[src/rtl/tff_count_ctrl_if.sv]
// Control/observation bundle for the T-flip-flop count controller.
// The requester drives the run request; the controller reports the bank.
interface tff_count_ctrl_if #(
  parameter int WIDTH = 4
);
  logic             start;
  logic             up;
  logic [WIDTH-1:0] limit;
  logic             pause;
  logic [WIDTH-1:0] t_vec;
  logic [WIDTH-1:0] q;
  logic             busy;
  logic             done;

  modport master (
    output start, up, limit, pause,
    input  t_vec, q, busy, done
  );

  modport slave (
    input  start, up, limit, pause,
    output t_vec, q, busy, done
  );
endinterface

[src/rtl/tff_count_ctrl.sv]
// Bounded up/down counter built from a T-flip-flop bank.
// The bank only ever sees q <= q ^ t_vec; the FSM shapes t_vec.
module tff_count_ctrl #(
  parameter int WIDTH = 4
) (
  input  logic           clk,
  input  logic           reset,
  tff_count_ctrl_if.slave bus
);

  typedef enum logic [1:0] {
    IDLE,
    RUN,
    HOLD,
    DONE
  } state_t;

  state_t           state;
  state_t           state_nxt;
  logic [WIDTH-1:0] q;
  logic [WIDTH-1:0] t_vec;
  logic [WIDTH-1:0] end_r;
  logic [WIDTH-1:0] init;
  logic [WIDTH-1:0] inc_tog;
  logic [WIDTH-1:0] dec_tog;
  logic             dir_r;
  logic             busy_r;
  logic             done_r;
  logic             all_one;
  logic             all_zero;
  logic             at_end;

  assign init   = bus.up ? '0 : bus.limit;
  assign at_end = (q == end_r);

  // Bit i toggles when every lower bit is 1 (increment) or 0 (decrement).
  always_comb begin
    inc_tog  = '0;
    dec_tog  = '0;
    all_one  = 1'b1;
    all_zero = 1'b1;
    for (int i = 0; i < WIDTH; i++) begin
      inc_tog[i] = all_one;
      dec_tog[i] = all_zero;
      all_one    = all_one & q[i];
      all_zero   = all_zero & ~q[i];
    end
  end

  always_comb begin
    t_vec     = '0;
    state_nxt = state;
    unique case (state)
      IDLE: begin
        if (bus.start) begin
          t_vec     = q ^ init;
          state_nxt = RUN;
        end
      end
      RUN: begin
        if (at_end) begin
          state_nxt = DONE;
        end else if (bus.pause) begin
          state_nxt = HOLD;
        end else begin
          t_vec = dir_r ? inc_tog : dec_tog;
        end
      end
      HOLD: begin
        if (!bus.pause) state_nxt = RUN;
      end
      DONE: begin
        state_nxt = IDLE;
      end
      default: begin
        state_nxt = IDLE;
      end
    endcase
  end

  always_ff @(posedge clk) begin
    if (reset) begin
      state  <= IDLE;
      q      <= '0;
      dir_r  <= 1'b0;
      end_r  <= '0;
      busy_r <= 1'b0;
      done_r <= 1'b0;
    end else begin
      state  <= state_nxt;
      q      <= q ^ t_vec;
      busy_r <= (state_nxt == RUN) || (state_nxt == HOLD);
      done_r <= (state_nxt == DONE);
      if (state == IDLE && bus.start) begin
        dir_r <= bus.up;
        end_r <= bus.up ? bus.limit : '0;
      end
    end
  end

  assign bus.t_vec = t_vec;
  assign bus.q     = q;
  assign bus.busy  = busy_r;
  assign bus.done  = done_r;

endmodule

[src/flat_wrapper.sv]
// flat-port wrapper written by rule: the top's interface ports become plain ports
module tff_count_ctrl_flat 
#(
  parameter int WIDTH = 4
)
  (clk, reset, bus_start, bus_up, bus_limit, bus_pause, bus_t_vec, bus_q, bus_busy, bus_done);
  tff_count_ctrl_if #(.WIDTH(WIDTH)) bus_i ();
  input  logic clk;
  input  logic reset;
  input wire logic [$bits(bus_i.start)-1:0] bus_start;
  input wire logic [$bits(bus_i.up)-1:0] bus_up;
  input wire logic [$bits(bus_i.limit)-1:0] bus_limit;
  input wire logic [$bits(bus_i.pause)-1:0] bus_pause;
  output wire logic [$bits(bus_i.t_vec)-1:0] bus_t_vec;
  output wire logic [$bits(bus_i.q)-1:0] bus_q;
  output wire logic [$bits(bus_i.busy)-1:0] bus_busy;
  output wire logic [$bits(bus_i.done)-1:0] bus_done;
  assign bus_i.start = bus_start;
  assign bus_i.up = bus_up;
  assign bus_i.limit = bus_limit;
  assign bus_i.pause = bus_pause;
  assign bus_t_vec = bus_i.t_vec;
  assign bus_q = bus_i.q;
  assign bus_busy = bus_i.busy;
  assign bus_done = bus_i.done;
  tff_count_ctrl #(.WIDTH(WIDTH)) u_core (.clk(clk), .reset(reset), .bus(bus_i));
endmodule
[config.mk]
export PLATFORM = sky130hd
export DESIGN_NAME = tff_count_ctrl_flat
export DESIGN_NICKNAME = d
export VERILOG_FILES = /design/src/rtl/tff_count_ctrl_if.sv /design/src/rtl/tff_count_ctrl.sv /design/src/flat_wrapper.sv
export SDC_FILE = /design/constraint.sdc
export NUM_CORES = 1
export LEC_CHECK = 0
export ABC_AREA = 1
export CAP_MARGIN = 10
export CORE_MARGIN = 5
export CORE_UTILIZATION = 44
export DETAILED_ROUTE_END_ITERATION = 7
export PLACE_DENSITY = 0.74
export SLEW_MARGIN = 20
export SYNTH_ARGS = -nofsm -noshare
export SYNTH_HDL_FRONTEND = slang
export SYNTH_SLANG_ARGS = --single-unit
[constraint.sdc]
create_clock -name clk -period 1.5 [get_ports clk]
set_input_delay 0.375 -clock clk [delete_from_list [all_inputs] [get_ports clk]]
set_output_delay 0.375 -clock clk [all_outputs]
set_load 0.05 [all_outputs]
# Word level (Yosys, flattened, before mapping)
# Cells that the tools add are included.
[totals] elab_cells=37 regBits=13 in_bits=9 output_inout_bits=10
[op_classes] n_eq_ne=7 reduce_logical=3 bitwise_logic=9 mux=12
[op_table] cell="4-bit two-way mux" count=6
[op_table] cell="2-bit == test, second input constant" count=4
[op_table] cell="2-bit two-way mux" count=4
[op_table] cell="2-bit one-hot mux with 4 select lines" count=1
[op_table] cell="4-bit one-hot mux with 2 select lines" count=1
[op_table] cell="4-bit XOR" count=2
[op_table] cell="1-bit bitwise AND" count=4
[op_table] cell="2-bit by 1-bit == test with 1-bit output, second input constant" count=2
[op_table] cell="4-bit == test" count=1
[op_table] cell="1-bit inverter" count=3
[op_table] cell="2-bit zero test" count=1
[op_table] cell="1-bit logical AND" count=1
[op_table] cell="1-bit logical OR" count=1

# Longest topological paths before layout
[depth] depth_word=8 depth_mapped=12 ltp_nobuf=11

# Least setup slack after synthesis
# OpenSTA, ideal clock, no wires.
[synth_path] path_kind="register -> output" from="register u_core.q[1] (netlist: u_core.bus.q[1])" to="output port bus_t_vec[0]" path_slack_ns=-0.431 path_buffers=0 stages_incl_launch_ff=8 arrival_time_ns=1.556 t_required_ns=1.125 path_cell_list="dfxtp_1 inv_2 nand2_2 nand2_2 nor2_4 nand2_4 nand2_2 nand2_1"
[synth_via] elab_chain_len=3
[synth_lines] item="start, declared" line="tff_count_ctrl.sv:20" source="logic [WIDTH-1:0] q;"
[synth_lines] item="start signal, assigned" line="tff_count_ctrl.sv:91" source="q <= q ^ t_vec;"
[synth_lines] item="4-bit == test" line="tff_count_ctrl.sv:34" source="assign at_end = (q == end_r);"
[synth_lines] item="4-bit two-way mux" line="tff_count_ctrl.sv:61" source="if (at_end) begin"
[synth_lines] item="4-bit one-hot mux with 2 select lines" line="tff_count_ctrl.sv:53" source="unique case (state)"
[synth_lines] item="end, declared" line="flat_wrapper.sv:14" source="output wire logic [$bits(bus_i.t_vec)-1:0] bus_t_vec;"
# No other way between the ends.

# Final worst setup path
[layout_path] from="register u_core.q[2] (netlist: u_core.bus.q[2])" to="output port bus_t_vec[1]"
# Same word-level chain as after synthesis.

==> results.ini <==
[grt]
grt_pass1_wl_mm = 5.347
grt_pass1_vias = 1167
grtUsageTotal = 0.2645
overflow = 0
grt_max_degree = 10
grt_antenna_before_repair = 0

[detailed_routing]
vias = 1238
drt_iter0_markers = 93
drt-wirelength-per-cell_um = 19.62
postRouteAntennaNets = 0
wl_met2_mm = 2.098
drc = 0
top_layer = met4
drtPass1Iterations = 5
post_drt_via_cell_ratio = 5.679
wirelength_met1_mm = 1.492
detailroute.wirelength.met3_um = 474
finalWirelength_mm = 4.278

[placed_design]
place_congestion = 0.8747
dp.cells = 196
dp_hpwl_mm = 1.771
portBuffers = 18

[layout]
final_nets = 204
multi_input_area_um2 = 643.1
utilization = 0.9207
nFillCells = 72
diodes = 0
synthToLayoutAreaGrowth_pct = 93.51
seq_area_um2 = 285.3
drive_gt1_frac = 0.5337
fin_cells = 218

[yosys]
syn-num-nets = 145
yosysTopAreaCell = dfxtp_1
synth_flop_cell = dfxtp_1
synth_edf_count = 0
synth_cells = 135
synthDistinctLibCells = 21
synth_seq_cells = 13
netlist_top_cells_count = nand2_1, nor2_1, dfxtp_1, inv_1, nand3_1
yosysMostFrequentCell = nand2_1
netlist.area_leader.share = 0.3068
ys_warn_count = 0
avgSynthCellArea_um2 = 6.284
async_reset_ff_frac = 0
synthTopCellsByArea = dfxtp_1, nand2_1, nand3_1
netlist_area_um2 = 848.3
yosysSeqAreaShare = 0.3068

[run_status]
violations = negative setup slack
outcome = finished with violations

[floorplan]
core_area_mm2 = 0.001783
start_util = 0.4758
die_y_um = 53.91
die_w_um = 53.91
die_area_mm2 = 0.002906
rows = 15
io_pins = 19

[clocking]
h-tree-depth = 1
clkTransAtPathRegs_ns = 0.08
cts_buffer_depth = 2
cts-root-buf = clkbuf_4
clk_latency_ns = 0.29
cts_tree = built
cts_made_buffers = 3
cts_num_sinks = 13

[timing]
worst_pin_slew_ns = 0.2936
fin_crit_sh = 1.244
period_minus_slack_ns = 1.867
finalSetupViolCount = 7
slew-limit-headroom = 0.8043
fmax_ghz = 0.5357
maxSlewViolCount = 0
hold_violations = 0
finalSetupTns_ns = -1.805
layout_setup_ws_ns = -0.3667
fin_worst_skew_ns = 0.002129
grt_setup_unrepaired = true

[critical_path]
arrival_ns = 1.49
rrSetupSlack_ns = -0.28
cp-start-kind = register
required_ns = 1.12
critPathKind = reg2out
cp_max_fo = 6
endpoint_kind = primary output

[flow_run]
max_cap_viol_count = 0

[min_path]
hold_class = in2reg

[pwr]
total_power_uw = 2069
power_density_mw_per_mm2 = 1260
power.leakage_uw = 0.0007620
vdd_drop_max_mv = 0.9238

==> layer usage <==
metal,vias to the layer above,global-route usage
li1,538,-
met1,578,0.2855
met2,93,0.4617
met3,29,0.07202
met4,0,0.1447
met5,-,0
==> registers in the layout (all words and copies together) (netlist names) <==
name / cells
u_core.bus.q: 4
u_core.end_r: 4
u_core.state: 2
u_core.bus.busy: 1
u_core.bus.done: 1
u_core.dir_r: 1
==> power breakdown <==
group / leakage (uW) / total, uW / internal (uW) / switching [uW]
combinational: 0.000635 / 1360 / 595 / 762
sequential: 0.000112 / 478 / 408 / 70.2
clock: 0.0000150 / 233 / 104 / 130
==> cells in the final DEF, fill, tap and decap left out, types with 4 or more instances in the layout <==
| cell type | n |
|---|---|
| nand3_1 | 8 |
| buf_12 | 10 |
| nand3_4 | 5 |
| nor2_4 | 4 |
| nand2_1 | 33 |
| nand2_4 | 9 |
| buf_6 | 5 |
| nor2_1 | 11 |
| a21oi_1 | 10 |
| inv_2 | 6 |
| inv_1 | 12 |
| dfxtp_2 | 5 |
| buf_4 | 33 |
| nand2_2 | 9 |
| clkdlybuf4s50_1 | 4 |
| dfxtp_4 | 5 |
==> worst max-delay path, stage by stage (launching register included) <==
cell and delay [ns]:
dfxtp_4 0.39, inv_2 0.05, nand2_1 0.07, nand2_1 0.10, nor2_4 0.15, nand2_4 0.12
nand3_4 0.12, nand2_4 0.05, buf_12 0.14
==> area by class of cell <==
type,count,share of cell area
tap,25,0.01905
timing repair buffer,56,0.3552
sequential,13,0.1738
multi-input combinational,101,0.3918
clock buffer,4,0.01601
inverter,19,0.04421
==> stage by stage <==
stage	worst slack, ns	hold slack [ns]	cell area [um^2]
2_1_floorplan	-0.008998	0.4584	895.9
5_1_grt	-0.4399	0.4678	1642
4_1_cts	-0.2925	0.4783	1584
3_3_place_gp	-0.4087	0.4643	1343
6_report	-0.3667	0.4826	1642
3_5_place_dp	-0.4459	0.4742	1343
==> cell families (layout without fill, tap and decap cells) <==
kind of cell	after synthesis	count (layout)	share of synthesized area
simple gates	87	87	0.4956
buf+inv	21	79	0.1018
compound gates	13	13	0.08111
flops	13	13	0.3068
fa+ha+maj	1	1	0.01475
==> timing repair <==
action,in CTS,in global routing
setup endpoints to repair,4,8
cloned,1,0
buffers inserted,12,5
resized for setup,37,7
hold buffers,0,0
pin swaps,10,14
==> path summary, 6_finish.rpt <==
kind	start	endpoint	depth (start not counted)
max reg2reg	u_core.bus.q[0]	u_core.bus.busy	12
max	u_core.bus.q[2]	bus_t_vec[1]	8
min	bus_limit[0]	u_core.end_r[0]	3
min reg2reg	u_core.end_r[1]	u_core.end_r[1]	2
Power figures use the tool's default switching activity.
